<file path="config.mk">
export PLATFORM = sky130hd
export DESIGN_NAME = s_term_wire_bist_flat
export DESIGN_NICKNAME = d
export VERILOG_FILES = /design/src/rtl/s_term_wire_bist_pkg.sv /design/src/rtl/s_term_wire_bist_if.sv /design/src/rtl/s_term_wire_bist_sync.sv /design/src/rtl/s_term_wire_bist.sv /design/src/flat_wrapper.sv
export SDC_FILE = /design/constraint.sdc
export NUM_CORES = 1
export LEC_CHECK = 0
export ABC_AREA = 1
export BUFFER_PORTS_ARGS = -buffer_cell sky130_fd_sc_hd__buf_2
export CORE_ASPECT_RATIO = 1.75
export CORE_MARGIN = 10
export CORE_UTILIZATION = 55
export CTS_CLUSTER_DIAMETER = 80
export DETAILED_ROUTE_END_ITERATION = 16
export PLACE_DENSITY = 0.79
export SYNTH_ARGS = -nofsm -noshare
export SYNTH_HDL_FRONTEND = slang
export SYNTH_HIERARCHICAL = 1
export SYNTH_SLANG_ARGS = --single-unit
</file>
<file path="constraint.sdc">
create_clock -name UserCLK -period 4.1 [get_ports UserCLK]
set_clock_uncertainty 0.15 [all_clocks]
set_input_delay 0 -clock UserCLK [delete_from_list [all_inputs] [get_ports UserCLK]]
set_output_delay 0 -clock UserCLK [all_outputs]
set_load 0.02 [all_outputs]
</file>
<file path="src/rtl/s_term_wire_bist_pkg.sv">
`default_nettype none
// ============================================================================
// Module      : s_term_bist_pkg
// Description : Shared constants, state encoding and pattern helpers for the
//               south-terminal wire loop-back self-test.
//               pattern(v)   - northbound test vector v in flat tx order
//               expected(tx) - southbound value an ideal NE terminal returns
// Revision    : 1.0 - initial release
// ============================================================================
package s_term_bist_pkg;

    localparam int W_SINGLE    = 4;
    localparam int W_DOUBLE    = 8;
    localparam int W_DOUBLEB   = 8;
    localparam int W_QUAD      = 16;
    localparam int TOTAL_WIRES = W_SINGLE + W_DOUBLE + W_DOUBLEB + W_QUAD;
    localparam int NUM_VECTORS = 38;

    // Group base offsets inside the flat 36-bit tx/rx vectors.
    localparam int B_SINGLE  = 0;
    localparam int B_DOUBLE  = B_SINGLE + W_SINGLE;
    localparam int B_DOUBLEB = B_DOUBLE + W_DOUBLE;
    localparam int B_QUAD    = B_DOUBLEB + W_DOUBLEB;

    localparam logic [5:0] FIRST_FAIL_NONE = 6'd63;
    localparam logic [5:0] LAST_VECTOR     = 6'(NUM_VECTORS - 1);

    typedef enum logic [1:0] {
        ST_IDLE   = 2'd0,
        ST_SETTLE = 2'd1,
        ST_CHECK  = 2'd2,
        ST_DONE   = 2'd3
    } state_t;

    // Vector 0 all zeros, 1..36 walking one on flat bit v-1, 37 all ones.
    function automatic logic [TOTAL_WIRES-1:0] pattern(input logic [5:0] v);
        logic [TOTAL_WIRES-1:0] p;
        if (v == 6'd0)
            p = '0;
        else if (v == LAST_VECTOR)
            p = '1;
        else
            p = TOTAL_WIRES'(1) << (v - 6'd1);
        return p;
    endfunction

    // The far terminal reflects every group index-mirrored: rx[i] = tx[W-1-i].
    function automatic logic [TOTAL_WIRES-1:0] expected(input logic [TOTAL_WIRES-1:0] tx);
        logic [TOTAL_WIRES-1:0] e;
        e = '0;
        for (int i = 0; i < W_SINGLE; i++)
            e[B_SINGLE + i] = tx[B_SINGLE + W_SINGLE - 1 - i];
        for (int i = 0; i < W_DOUBLE; i++)
            e[B_DOUBLE + i] = tx[B_DOUBLE + W_DOUBLE - 1 - i];
        for (int i = 0; i < W_DOUBLEB; i++)
            e[B_DOUBLEB + i] = tx[B_DOUBLEB + W_DOUBLEB - 1 - i];
        for (int i = 0; i < W_QUAD; i++)
            e[B_QUAD + i] = tx[B_QUAD + W_QUAD - 1 - i];
        return e;
    endfunction

endpackage
`default_nettype wire

</file>
<file path="src/rtl/s_term_wire_bist_if.sv">
`default_nettype none
// ============================================================================
// Module      : s_term_wire_bist_if
// Description : Fabric wires and control/status bundle of the south-terminal
//               loop-back self-test.
//               master : BIST side (drives N*BEG and status, samples S*)
//               slave  : fabric/controller side
// Revision    : 1.0 - initial release
// ============================================================================
interface s_term_wire_bist_if;
    logic        start;
    logic [3:0]  N1BEG;
    logic [7:0]  N2BEG;
    logic [7:0]  N2BEGb;
    logic [15:0] N4BEG;
    logic [3:0]  S1END;
    logic [7:0]  S2MID;
    logic [7:0]  S2END;
    logic [15:0] S4END;
    logic        busy;
    logic        done;
    logic        pass;
    logic [35:0] err_mask;
    logic [5:0]  err_count;
    logic [5:0]  first_fail;

    modport master (
        input  start, S1END, S2MID, S2END, S4END,
        output N1BEG, N2BEG, N2BEGb, N4BEG,
               busy, done, pass, err_mask, err_count, first_fail
    );

    modport slave (
        output start, S1END, S2MID, S2END, S4END,
        input  N1BEG, N2BEG, N2BEGb, N4BEG,
               busy, done, pass, err_mask, err_count, first_fail
    );
endinterface
`default_nettype wire

</file>
<file path="src/rtl/s_term_wire_bist_sync.sv">
`default_nettype none
// ============================================================================
// Module      : term_sync2
// Description : Free-running 2-flop synchroniser, asynchronous active-high
//               reset to zero.
//               clk, rst : clock and reset
//               d        : asynchronous input bus
//               q        : second-stage (synchronised) output
// Revision    : 1.0 - initial release
// ============================================================================
module term_sync2 #(
    parameter int WIDTH = 36
) (
    input  logic             clk,
    input  logic             rst,
    input  logic [WIDTH-1:0] d,
    output logic [WIDTH-1:0] q
);

    logic [WIDTH-1:0] r_meta;
    logic [WIDTH-1:0] r_sync;

    always_ff @(posedge clk or posedge rst) begin
        if (rst) begin
            r_meta <= '0;
            r_sync <= '0;
        end else begin
            r_meta <= d;
            r_sync <= r_meta;
        end
    end

    assign q = r_sync;

endmodule
`default_nettype wire

</file>
<file path="src/rtl/s_term_wire_bist.sv">
`default_nettype none
// ============================================================================
// Module      : s_term_wire_bist
// Description : South-edge wire loop-back self-test. Drives 38 vectors on the
//               northbound wires, samples the mirrored southbound return after
//               SETTLE_CYCLES and accumulates pass/fail diagnostics.
//               UserCLK, Reset : clock, asynchronous active-high reset
//               bus (master)   : start, N*BEG out, S* in, busy/done/pass,
//                                err_mask, err_count, first_fail
// Revision    : 1.0 - initial release
// ============================================================================
import s_term_bist_pkg::*;

module s_term_wire_bist #(
    parameter int SETTLE_CYCLES = 4
) (
    input  logic                  UserCLK,
    input  logic                  Reset,
    s_term_wire_bist_if.master    bus
);

    localparam int                c_cnt_w    = (SETTLE_CYCLES > 2) ? $clog2(SETTLE_CYCLES) : 1;
    localparam logic [c_cnt_w-1:0] c_cnt_last = c_cnt_w'(SETTLE_CYCLES - 1);

    state_t                   r_state;
    state_t                   w_state_next;
    logic [c_cnt_w-1:0]       r_cnt;
    logic [5:0]               r_vec;
    logic [TOTAL_WIRES-1:0]   r_tx;
    logic                     r_busy;
    logic                     r_done;
    logic                     r_pass;
    logic [TOTAL_WIRES-1:0]   r_err_mask;
    logic [5:0]               r_err_count;
    logic [5:0]               r_first_fail;

    logic [TOTAL_WIRES-1:0]   w_rx_raw;
    logic [TOTAL_WIRES-1:0]   w_rx_sync;
    logic [TOTAL_WIRES-1:0]   w_diff;
    logic                     w_fail;
    logic [5:0]               w_err_count_next;
    logic                     w_start_run;
    logic                     w_check;

    assign w_rx_raw = {bus.S4END, bus.S2END, bus.S2MID, bus.S1END};

    term_sync2 #(
        .WIDTH (TOTAL_WIRES)
    ) u_sync (
        .clk (UserCLK),
        .rst (Reset),
        .d   (w_rx_raw),
        .q   (w_rx_sync)
    );

    // r_tx still holds the vector under test during CHECK.
    assign w_diff           = w_rx_sync ^ expected(r_tx);
    assign w_fail           = |w_diff;
    assign w_err_count_next = (w_fail && (r_err_count != 6'd63)) ? r_err_count + 6'd1
                                                                 : r_err_count;

    always_ff @(posedge UserCLK or posedge Reset) begin
        if (Reset)
            r_state <= ST_IDLE;
        else
            r_state <= w_state_next;
    end

    always_comb begin
        w_state_next = r_state;
        w_start_run  = 1'b0;
        w_check      = 1'b0;
        case (r_state)
            ST_IDLE, ST_DONE: begin
                if (bus.start) begin
                    w_start_run  = 1'b1;
                    w_state_next = ST_SETTLE;
                end
            end
            ST_SETTLE: begin
                if (r_cnt == c_cnt_last)
                    w_state_next = ST_CHECK;
            end
            ST_CHECK: begin
                w_check      = 1'b1;
                w_state_next = (r_vec == LAST_VECTOR) ? ST_DONE : ST_SETTLE;
            end
            default: w_state_next = ST_IDLE;
        endcase
    end

    always_ff @(posedge UserCLK or posedge Reset) begin
        if (Reset) begin
            r_cnt        <= '0;
            r_vec        <= '0;
            r_tx         <= '0;
            r_busy       <= 1'b0;
            r_done       <= 1'b0;
            r_pass       <= 1'b0;
            r_err_mask   <= '0;
            r_err_count  <= '0;
            r_first_fail <= FIRST_FAIL_NONE;
        end else if (w_start_run) begin
            r_cnt        <= '0;
            r_vec        <= 6'd0;
            r_tx         <= pattern(6'd0);
            r_busy       <= 1'b1;
            r_done       <= 1'b0;
            r_pass       <= 1'b0;
            r_err_mask   <= '0;
            r_err_count  <= '0;
            r_first_fail <= FIRST_FAIL_NONE;
        end else if (r_state == ST_SETTLE) begin
            r_cnt <= r_cnt + 1'b1;
        end else if (w_check) begin
            r_cnt       <= '0;
            r_err_mask  <= r_err_mask | w_diff;
            r_err_count <= w_err_count_next;
            if (w_fail && (r_first_fail == FIRST_FAIL_NONE))
                r_first_fail <= r_vec;
            if (r_vec == LAST_VECTOR) begin
                r_tx   <= '0;
                r_busy <= 1'b0;
                r_done <= 1'b1;
                r_pass <= (w_err_count_next == 6'd0);
            end else begin
                r_vec <= r_vec + 6'd1;
                r_tx  <= pattern(r_vec + 6'd1);
            end
        end
    end

    assign bus.N1BEG      = r_tx[B_SINGLE  +: W_SINGLE];
    assign bus.N2BEG      = r_tx[B_DOUBLE  +: W_DOUBLE];
    assign bus.N2BEGb     = r_tx[B_DOUBLEB +: W_DOUBLEB];
    assign bus.N4BEG      = r_tx[B_QUAD    +: W_QUAD];
    assign bus.busy       = r_busy;
    assign bus.done       = r_done;
    assign bus.pass       = r_pass;
    assign bus.err_mask   = r_err_mask;
    assign bus.err_count  = r_err_count;
    assign bus.first_fail = r_first_fail;

endmodule
`default_nettype wire

</file>
<file path="src/flat_wrapper.sv">
// flat-port wrapper written by rule: the top's interface ports become plain ports
module s_term_wire_bist_flat 
#(
    parameter int SETTLE_CYCLES = 4
)
  (UserCLK, Reset, bus_start, bus_S1END, bus_S2MID, bus_S2END, bus_S4END, bus_N1BEG, bus_N2BEG, bus_N2BEGb, bus_N4BEG, bus_busy, bus_done, bus_pass, bus_err_mask, bus_err_count, bus_first_fail);
  s_term_wire_bist_if bus_i ();
  input  logic UserCLK;
  input  logic Reset;
  input wire logic [$bits(bus_i.start)-1:0] bus_start;
  input wire logic [$bits(bus_i.S1END)-1:0] bus_S1END;
  input wire logic [$bits(bus_i.S2MID)-1:0] bus_S2MID;
  input wire logic [$bits(bus_i.S2END)-1:0] bus_S2END;
  input wire logic [$bits(bus_i.S4END)-1:0] bus_S4END;
  output wire logic [$bits(bus_i.N1BEG)-1:0] bus_N1BEG;
  output wire logic [$bits(bus_i.N2BEG)-1:0] bus_N2BEG;
  output wire logic [$bits(bus_i.N2BEGb)-1:0] bus_N2BEGb;
  output wire logic [$bits(bus_i.N4BEG)-1:0] bus_N4BEG;
  output wire logic [$bits(bus_i.busy)-1:0] bus_busy;
  output wire logic [$bits(bus_i.done)-1:0] bus_done;
  output wire logic [$bits(bus_i.pass)-1:0] bus_pass;
  output wire logic [$bits(bus_i.err_mask)-1:0] bus_err_mask;
  output wire logic [$bits(bus_i.err_count)-1:0] bus_err_count;
  output wire logic [$bits(bus_i.first_fail)-1:0] bus_first_fail;
  assign bus_i.start = bus_start;
  assign bus_i.S1END = bus_S1END;
  assign bus_i.S2MID = bus_S2MID;
  assign bus_i.S2END = bus_S2END;
  assign bus_i.S4END = bus_S4END;
  assign bus_N1BEG = bus_i.N1BEG;
  assign bus_N2BEG = bus_i.N2BEG;
  assign bus_N2BEGb = bus_i.N2BEGb;
  assign bus_N4BEG = bus_i.N4BEG;
  assign bus_busy = bus_i.busy;
  assign bus_done = bus_i.done;
  assign bus_pass = bus_i.pass;
  assign bus_err_mask = bus_i.err_mask;
  assign bus_err_count = bus_i.err_count;
  assign bus_first_fail = bus_i.first_fail;
  s_term_wire_bist #(.SETTLE_CYCLES(SETTLE_CYCLES)) u_core (.UserCLK(UserCLK), .Reset(Reset), .bus(bus_i));
endmodule
</file>
==> summary.txt, run 1 <==
CTS buffer count - 17
Worst-margin pin slew - 0.9508 ns
Peak VDD IR - 919.2 uV
Clock buffer depth - 2
Syn Inst Count - 768
Die area - 18150 um2
Slew Viols, Final - 0
Synth Area in Compound Gates - 0.08779
Synth unique cells - 33
Worst-path clk slew - 0.06 ns
Routed vias - 5781
Final period util - 0.6946
TritonRoute pass-1 iters - 5
Post-synth top cells - 200 x nand2_1, 163 x dfrtp_1, 81 x nor2_1
WL met1 - 6.472 mm
Chip Height - 170.9 um
Max-cap viol count - 0
Total grt overflow - 0
Fin. Hold Viols - 0
Largest family of logic cells by synthesized area - simple AND/OR/NAND/NOR gates
Fin util - 0.6901
Worst EP arrival - 3.04 ns
Area delta synth->final - 24.13%
Hold Path Class - in -> reg
Critical path capture point type - flip-flop
Syn Std Cell Area - 7154 um2
Most common cell in the netlist - nand2_1
Final setup fails - 0
Residual DRC count - 0
Initial antenna violation count - 1
CTS tree - done
Share of layout cells above drive strength 1 - 0.2064
Largest net degree at the start of global routing - 64
Top_reg_cell synth - dfrtp_1
Synthesized area per cell - 9.316 um2
Yosys warning count - 6
Placed cell area - 7909 um2
Metal2 WL - 10.04 mm
Req. time, crit path - 4.29 ns
Antenna Violating Nets Remaining - 0
Synth Area in Simple Gates - 0.1990
Synthesized flop and latch total - 169
RSZ-0062 raised after global routing - false
Worst skew pair latency - 0.42 ns
Number of synthesized flops with an enable pin - 0
GP Congestion - 0.8638
Layout net count - 978
I/O pin count - 126
Mux share of post-synthesis cell area - 0
Slew margin rel. - 0.3661
Post-synth top area cell - dfrtp_1
Post-synthesis adder-cell area fraction - 0.01924
Global-route wire length before repair - 28.95 mm
Top cells by area, synth - dfrtp_1 57%, nand2_1 10%, nor2_1 4.2%, inv_1 4.0%, nand3_1 3.1%
Core area - 12870 um2
Root buf cell - clkbuf_16
Die Wd - 106.2 um
CP Max Fanout - 36
Post-synth ARST share - 1.000
Worst setup SP type - flip-flop
Initial Utilization - 0.5560
Post-CTS Resized - 0
Clk sink count - 169
Final Worst Setup Slack - 1.252 ns
Syn nets - 818
FP Rows - 55
Post-synthesis xor/xnor area fraction - 0.03882
H-Tree Depth - 4
Min Tclk post-route - 2.848 ns
Vias in the first global route - 5930
Buffers on Ports - 125
Total Power - 6.337 mW
P_leak - 4.604 nW
Fin area - 8881 um2
Drt wl/cell - 16.26 um
CP Class - reg -> reg
Vias per cell - 5.199
Post-synthesis sequential area ratio - 0.5922
Top routing layer in use - met4
Iter 0 DRT Violations - 338
Status - completed
DP HPWL - 12.65 mm
Setup TNS - 0 ns
Achievable Freq - 351.2 MHz
Gr usage total - 0.2016
Post-synth top area share - 0.5701
Power density cells - 713.6 nW/um2
Pre-CTS WS - 1.252 ns
Met3 WL - 877 um
Total Routed Length - 18.08 mm
routing by layer:
layer	up-vias	GRT usage
met5	-	0
met4	0	0.1082
li1	2759	-
met2	175	0.3707
met1	2798	0.2052
met3	49	0.04520
worst max-delay path: stages (launching register included):
cell and delay (ns):
dfrtp_1 0.40, inv_1 0.06, ha_1 0.31, nand2_2 0.15, inv_2 0.13, nor2_1 0.09
nor2_4 0.11, nand2_1 0.08, inv_2 0.13, nand2_2 0.12, a31oi_4 0.77, nand2_1 0.15
o21ai_1 0.12
cells by family after synthesis:
family                     after synthesis
AOI/OAI and AO/OA                      111
DFF                                    169
xor gates and xnor gates                21
buffers and inverters                  112
adders and majority gates               11
and+or+nand+nor                        344
power by group:
part | leakage, nW | switching, mW | internal (mW)
combinational | 2.22 | 1.68 | 0.721
clock | 0.283 | 0.633 | 0.947
sequential | 2.10 | 0.296 | 2.06
total | 4.60 | 2.61 | 3.73
through the flow:
stage	hold WS, ns	cells
final	0.06139	1112
after global routing	0.06494	1112
after CTS	0.04996	1111
after detailed placement	-0.04066	1042
after global placement	-0.04280	1042
after floorplan	-0.1186	768
what timing repair did:
action / 4_1_cts / 5_1_grt
setup buffers: 0 / 0
hold buffers: 38 / 0
hold endpoints to repair: 142 / 0
final cells by class:
cell class | count | area, um2
clock buffer | 22 | 474.2
clock inverter | 9 | 115.1
inverter | 86 | 325.3
fill | 1015 | 3988
antenna | 1 | 2.502
tap | 171 | 214.0
sequential | 169 | 4237
multi-input combinational | 487 | 2477
timing repair buffer | 167 | 1036
worst paths after layout:
kind,startpoint,to,slack (ns),depth (start not counted)
max,u_core/r_state[0],u_core/r_tx[16],1.25,12
min,bus_S4END[12],u_core/u_sync/r_meta[32],0.06,2
max reg2reg,u_core/r_state[0],u_core/r_tx[16],1.25,12
min reg2reg,u_core/u_sync/r_meta[20],u_core/u_sync/q[20],0.20,0
max in group asynchronous,Reset,u_core/r_tx[26],2.66,4
min in group asynchronous,Reset,u_core/bus.err_mask[14],0.12,3
state kept, by name (all words and copies together), names as in the netlist:
register / flops
u_core/bus.busy: 1
u_core/bus.done: 1
u_core/bus.err_count: 6
u_core/bus.err_mask: 36
u_core/bus.first_fail: 6
u_core/bus.pass: 1
u_core/r_cnt: 2
u_core/r_state: 2
u_core/r_tx: 36
u_core/r_vec: 6
u_core/u_sync/q: 36
u_core/u_sync/r_meta: 36
placed cells by master (no fill, tap or decap), types with 10 or more instances in the layout:
master	instances
nand2_1	200
dfrtp_1	163
buf_2	125
nor2_1	79
inv_1	74
nand3_1	44
dlygate4sd3_1	38
o21ai_1	31
o21ai_0	28
a31oi_1	28
clkbuf_16	17
xor2_1	15
a21oi_1	13
ha_1	11
inv_2	10
No activity file was read; power rests on OpenSTA's default activity.
==> run 2: changes to the inputs <==
--- a/config.mk
+++ b/config.mk
@@ -5,14 +5,14 @@
 export SDC_FILE = /design/constraint.sdc
 export NUM_CORES = 1
 export LEC_CHECK = 0
-export ABC_AREA = 1
+export ABC_AREA = 0
 export BUFFER_PORTS_ARGS = -buffer_cell sky130_fd_sc_hd__buf_2
 export CORE_ASPECT_RATIO = 1.75
 export CORE_MARGIN = 10
-export CORE_UTILIZATION = 55
+export CORE_UTILIZATION = 50
 export CTS_CLUSTER_DIAMETER = 80
 export DETAILED_ROUTE_END_ITERATION = 16
-export PLACE_DENSITY = 0.79
+export PLACE_DENSITY = 0.76
 export SYNTH_ARGS = -nofsm -noshare
 export SYNTH_HDL_FRONTEND = slang
 export SYNTH_HIERARCHICAL = 1
==> constraint.sdc (replaced) <==
create_clock -name UserCLK -period 2.6 [get_ports UserCLK]
set_clock_uncertainty 0.15 [all_clocks]
set_input_delay 0 -clock UserCLK [delete_from_list [all_inputs] [get_ports UserCLK]]
set_output_delay 0 -clock UserCLK [all_outputs]
set_load 0.02 [all_outputs]
==> run 2 against run 1 <==
  * Hold slack got worse by 0.037 ns
  * Flip-flop and latch count did not move
  * Via count is 11% lower
  * Maximum frequency grew 12%
  * Register-to-register slack lost 1.2 ns
  * Largest cell class unchanged
  * Highest routed layer unchanged
==> summary.txt, run 2 <==
Largest stage delay, worst path - 0.44 ns (-0.33 ns)
Slew margin rel. - 0.5835 (+0.2173)
Post-synth top area cell - dfrtp_1
Top cells by area, synth - dfrtp_1 61%, a221o_1 5.4%, xnor2_1 4.0%, a2bb2oi_1 3.7%, nor2_1 3.1%
Max-cap viol count - 0 (unchanged)
Fin. Hold Viols - 0 (unchanged)
P_leak - 4.043 nW (-12%)
Fillcell total - 904 (-11%)
Top_reg_cell synth - dfrtp_1
Worst-path clk slew - 0.06 ns (about the same)
Final period util - 0.9800 (+0.2854)
Critical-path cell list - ha_2, nand2b_1, mux2i_2, a22oi_2, nor4_4, buf_6, xnor2_2, nor3b_2, a221o_1
Worst-margin pin slew - 0.6191 ns (-0.3317 ns)
Most frequent cells in the layout - 161 x dfrtp_1, 125 x buf_2, 55 x nor2_1
H-Tree Depth - 4 (unchanged)
Global-route wire length before repair - 28.74 mm (-0.74%)
Post-synth top area share - 0.6141 (+0.04392)
RSZ-0062 raised after global routing - true
Syn nets - 569 (-30%)
Slew Viols, Final - 0 (unchanged)
Hold Path Class - in -> async
Iter 0 DRT Violations - 412 (+22%)
Number of synthesized flops with an enable pin - 0 (unchanged)
Core area - 13010 um2 (+1.1%)
Die area - 18480 um2 (+1.8%)
Achievable Freq - 392.5 MHz (+12%)
CTS buffer count - 17 (unchanged)
DP HPWL - 13.00 mm (+2.7%)
CP bufs+invs - 1 (-2)
TritonRoute pass-1 iters - 5 (unchanged)
Vias in the first global route - 5368 (-9.5%)
CP delay by family, top - simple AND/OR/NAND/NOR gates
Crit-path slowest cell - dfrtp_2
FP Rows - 55 (unchanged)
Worst skew pair latency - 0.42 ns (about the same)
Root buf cell - clkbuf_16
Min Tclk post-route - 2.548 ns (-0.2998 ns)
Fin util - 0.6862 (-0.003936)
Syn Inst Count - 519 (-32%)
Setup TNS - 0 ns (unchanged)
Status - completed
Residual DRC count - 0 (unchanged)
Post-synth ARST share - 1.000 (unchanged)
Syn Std Cell Area - 6643 um2 (-7.2%)
Yosys warning count - 6 (unchanged)
Gr usage total - 0.2001 (-0.001441)
Layout net count - 773 (-21%)
Post-synth top cells - 163 x dfrtp_1, 55 x nor2_1, 36 x a221o_1
Antenna Violating Nets Remaining - 0 (unchanged)
Initial Utilization - 0.5107 (-0.04523)
R2R cell count - 9 (-3)
I/O pin count - 126 (unchanged)
CTS tree - done
Synth unique cells - 49 (+48%)
Clock buffer depth - 2 (unchanged)
Vias per cell - 5.665 (+9.0%)
CP Max Fanout - 6 (-83%)
Total Power - 5.360 mW (-15%)
Most common cell in the netlist - dfrtp_1
Final setup fails - 0 (unchanged)
Initial antenna violation count - 0 (-1)
CP Class - reg -> reg
Peak VDD IR - 520.8 uV (-43%)
Antenna Cells - 0 (-1)
Pre-CTS WS - -0.02889 ns (-1.281 ns)
Clk sink count - 169 (unchanged)
Post-synthesis sequential area ratio - 0.6378 (+0.04562)
Chip Height - 172.5 um (+0.94%)
Worst setup SP type - flip-flop
Routed vias - 5138 (-11%)
GP Congestion - 0.8903 (+3.1%)
Commonest non-fill, non-tap cell in the layout - dfrtp_1
Drt wl/cell - 20.44 um (+26%)
Total grt overflow - 0 (unchanged)
Power density cells - 600.6 nW/um2 (-16%)
Share of layout cells above drive strength 1 - 0.3424 (+0.1360)
Total Routed Length - 18.54 mm (+2.6%)
Req. time, crit path - 2.80 ns (-1.49 ns)
Synthesized flop and latch total - 169 (unchanged)
Buffers on Ports - 125 (unchanged)
Area delta synth->final - 34.36%
Worst EP arrival - 2.75 ns (-0.29 ns)
Synthesized area per cell - 12.80 um2 (+37%)
Crit path depth - 9 (-3)
Critical path capture point type - flip-flop
Largest net degree at the start of global routing - 98 (+53%)
Die Wd - 107.1 um (+0.86%)
Final Worst Setup Slack - 0.05211 ns (-1.200 ns)
## run 2: cell count changes after synthesis, sizes merged, moves of 13 or more
cell / change
inv: -71
clkbuf: +13
nand3: -36
a221o: +36
a2bb2oi: +28
a31oi: -27
nand2: -187
nor2: -26
xnor2: +30
o21ai: -46
## run 2: layout make-up
| cell class | count | area, um2 | share of cell area |
|---|---|---|---|
| flip-flops and latches | 169 | 4239 | 0.4750 |
| multi-input cells | 307 | 2391 | 0.2679 |
| repair buffers | 213 | 1439 | 0.1612 |
| clock buffers | 21 | 470.5 | 0.05271 |
| well taps | 171 | 214.0 | 0.02397 |
| clock inverters | 11 | 111.4 | 0.01248 |
| inverters | 15 | 60.06 | 0.006729 |
## run 2: kinds of logic after synthesis
logic type / after synthesis / synth area share
flip-flops: 169 / 0.6378
AND/OR/NAND/NOR: 127 / 0.1038
AO/OA/AOI/OAI: 122 / 0.1465
buffers and inverters: 44 / 0.02599
XOR/XNOR: 43 / 0.06065
adder cells (fa/ha/maj): 11 / 0.02072
multiplexers: 3 / 0.004521
## run 2: path summary, 6_finish.rpt
check                                              start                        to  slack (ns)
worst min register to register  u_core/u_sync/r_meta[30]       u_core/u_sync/q[30]        0.20
max in group asynchronous                          Reset  u_core/u_sync/r_meta[30]        1.69
min in group UserCLK                        bus_S2END[0]  u_core/u_sync/r_meta[12]        0.06
worst max register to register           u_core/r_vec[1]            u_core/r_tx[8]        0.05
worst min-delay path                               Reset  u_core/u_sync/r_meta[26]        0.02
worst max-delay path                     u_core/r_vec[1]            u_core/r_tx[8]        0.05
## run 2: report_power, final
part / internal (mW) / switching (mW) / leakage, nW
logic: 0.0882 / 0.0898 / 1.84
registers: 2.69 / 0.0254 / 1.93
clock network: 1.41 / 1.06 / 0.275
total: 4.19 / 1.17 / 4.04
## run 2: tightest hold or removal path, delay by kind of cell
| family | cells | cell delay [ns] |
|---|---|---|
| buffers and inverters | 3 | 1.04 |
## run 2: metrics by stage
stage               area (um2)  instances  hold WS [ns]
floorplan                 6646        519       -0.1186
global placement          7754        829      -0.09883
detailed placement        7754        829      -0.07956
CTS                       8797        906       0.02382
global route              8925        907       0.05185
finish                    8925        907       0.02424
## run 2: per-layer routing
layer | global-route usage | wire (um) | vias to the layer above
li1 | - | - | 2275
met1 | 0.2303 | 6922 | 2541
met2 | 0.3317 | 9575 | 261
met3 | 0.05143 | 1170 | 61
met4 | 0.1094 | 874 | 0
met5 | 0 | 0 | -
## run 2: what timing repair did
action                                 in CTS  in global routing
endpoints found under the hold margin     211                  0
hold buffers                               38                  0
gates cloned                                1                  0
buffers inserted                            6                  3
gates resized for setup                     5                 21
setup endpoints to repair                  16                 41
pin swaps                                   4                  8
==> run 3: changes to the inputs <==
--- a/config.mk
+++ b/config.mk
@@ -5,14 +5,14 @@
 export SDC_FILE = /design/constraint.sdc
 export NUM_CORES = 1
 export LEC_CHECK = 0
-export ABC_AREA = 0
+export ABC_AREA = 1
 export BUFFER_PORTS_ARGS = -buffer_cell sky130_fd_sc_hd__buf_2
 export CORE_ASPECT_RATIO = 1.75
 export CORE_MARGIN = 10
 export CORE_UTILIZATION = 50
 export CTS_CLUSTER_DIAMETER = 80
 export DETAILED_ROUTE_END_ITERATION = 16
-export PLACE_DENSITY = 0.76
+export PLACE_DENSITY = 0.75
 export SYNTH_ARGS = -nofsm -noshare
 export SYNTH_HDL_FRONTEND = slang
 export SYNTH_HIERARCHICAL = 1
==> run 3 against run 2 <==
  * Hold slack better by 0.032 ns
  * Clock power up 2%
  * Die area up 6.5%
  * Maximum frequency up 1.7%
  * First-iteration DRC count down 31%
==> summary.txt, run 3 (synthesized netlist as in run 1, its figures left out) <==
CTS tree - done
Largest stage delay, worst path - 0.44 ns (about the same)
Req. time, crit path - 2.80 ns (about the same)
Slew Viols, Final - 0 (unchanged)
Core area - 13980 um2 (+7.5%)
Most frequent cells in the layout - 200 x nand2_1, 163 x dfrtp_1, 125 x buf_2
Antenna Cells - 0 (unchanged)
Share of layout cells above drive strength 1 - 0.2209 (-0.1214)
Vias in the first global route - 5797 (+8.0%)
WHS - 0.05634 ns (+0.03210 ns)
Worst setup SP type - flip-flop
Achievable Freq - 399.0 MHz (+1.7%)
GP Congestion - 0.8904 (about the same)
Top routing layer in use - met4
Initial antenna violation count - 0 (unchanged)
Die area - 19680 um2 (+6.5%)
Commonest non-fill, non-tap cell in the layout - nand2_1
Vias per cell - 5.028 (-11%)
P_leak - 4.681 nW (+16%)
DP HPWL - 13.02 mm (+0.17%)
Critical path capture point type - flip-flop
Hold Path Class - in -> async
Drt wl/cell - 15.80 um (-23%)
CTS buffer count - 17 (unchanged)
Slew margin rel. - 0.4464 (-0.1371)
Worst skew pair latency - 0.42 ns (about the same)
Buffers on Ports - 125 (unchanged)
Max-cap viol count - 0 (unchanged)
Total Routed Length - 17.89 mm (-3.5%)
R2r setup slk - 0.09 ns (+0.04 ns)
Chip Height - 178.2 um (+3.3%)
Min Tclk post-route - 2.506 ns (-0.04180 ns)
Gr usage total - 0.1819 (-0.01818)
FP Rows - 57 (+3.6%)
Routed vias - 5692 (+11%)
Critical-path cell list - ha_1, nand2_1, inv_2, nand2_2, xor2_4, xor2_4, buf_4, nand3_1, o21ai_0, nand2_1, nand2_1
Root buf cell - clkbuf_16
Fillcell total - 1199 (+33%)
Clk sink count - 169 (unchanged)
Most common cell type on the critical path - nand2_1
CP delay by family, top - XOR/XNOR gates
Crit-path slowest cell - dfrtp_1
Status - completed
Worst-path clk slew - 0.07 ns (about the same)
Final setup fails - 0 (unchanged)
Fin. Hold Viols - 0 (unchanged)
Power density cells - 1119 nW/um2 (+86%)
Worst-margin pin slew - 0.8292 ns (+0.2101 ns)
TritonRoute pass-1 iters - 5 (unchanged)
RSZ-0062 raised after global routing - true
Worst EP arrival - 2.70 ns (-0.05 ns)
CP Max Fanout - 10 (+4)
Layout net count - 992 (+28%)
Die Wd - 110.4 um (+3.1%)
Clock buffer depth - 2 (unchanged)
Total grt overflow - 0 (unchanged)
Final period util - 0.9639 (-0.01608)
I/O pin count - 126 (unchanged)
Global-route wire length before repair - 29.08 mm (+1.2%)
Peak VDD IR - 947.9 uV (+82%)
Initial Utilization - 0.5118 (+0.001089)
CP bufs+invs - 2 (+1)
Setup TNS - 0 ns (unchanged)
Area delta synth->final - 26.34%
Antenna Violating Nets Remaining - 0 (unchanged)
Iter 0 DRT Violations - 283 (-31%)
Largest net degree at the start of global routing - 48 (-51%)
CP Class - reg -> reg
Fin cells - 1132 (+25%)
Setup bufs post-CTS - 0 (-6)
Metal2 WL - 10.07 mm (+5.1%)
Fin util - 0.6466 (-0.03958)
# placed instances - 1062 (+28%)
Met3 WL - 840 um (-28%)
Residual DRC count - 0 (unchanged)
H-Tree Depth - 4 (unchanged)
WL met1 - 6.572 mm (-5.1%)
==> run 3: cell count changes in the layout (fill, tap and decap cells not counted), moves of 31 or more <==
cell     change
inv_1       +62
nand3_1     +35
nand2_1    +181
o21ai_1     +31
a221o_1     -36
==> run 3: worst paths after layout <==
path                                          from                        to  cells past startpoint
max reg2reg                        u_core/r_vec[0]           u_core/r_tx[32]                     11
max                                u_core/r_vec[0]           u_core/r_tx[32]                     11
min in group UserCLK                  bus_S2MID[1]   u_core/u_sync/r_meta[5]                      2
max in group asynchronous                    Reset  u_core/u_sync/r_meta[30]                      4
min reg2reg                u_core/u_sync/r_meta[0]        u_core/u_sync/q[0]                      0
min                                          Reset   u_core/bus.err_mask[25]                      3
==> run 3: worst min-delay path, stage by stage <==
cell and delay (ns):
dlygate4sd3_1 0.53, buf_2 0.14, clkinvlp_4 0.41
==> run 3: report_power, final <==
part / internal, mW / switching [mW]
sequential: 3.25 / 0.426
combinational: 1.25 / 2.68
clock: 1.44 / 1.07
total: 5.94 / 4.18
==> run 3: what timing repair did <==
item,CTS,global route
hold endpoints to repair,151,0
endpoints found under the setup margin,0,36
hold buffers,38,0
resized for setup,0,6
==> run 3: metal layers <==
layer | track usage | vias to the layer above
met2 | 0.3442 | 156
met3 | 0.03700 | 25
li1 | - | 2799
met5 | 0 | -
met1 | 0.1905 | 2712
met4 | 0.07516 | 0
==> run 3: layout make-up <==
class | count | area [um2] | share of cell area
clock buffer | 18 | 429.2 | 0.04748
timing repair buffer | 181 | 1166 | 0.1290
tap | 177 | 221.5 | 0.02450
multi-input combinational | 487 | 2490 | 0.2755
inverter | 86 | 331.6 | 0.03668
sequential | 169 | 4237 | 0.4687
clock inverter | 14 | 163.9 | 0.01813
==> run 3: stage by stage <==
step | cell area (um2) | worst slack, ns | power (mW)
3_5_place_dp | 8048 | 0.03743 | 7.594
4_1_cts | 9021 | 0.04903 | 10.20
2_1_floorplan | 7158 | 0.4126 | 6.389
6_report | 9039 | 0.09392 | 10.12
3_3_place_gp | 8048 | 0.1294 | 7.499
5_1_grt | 9039 | -0.01626 | 10.79
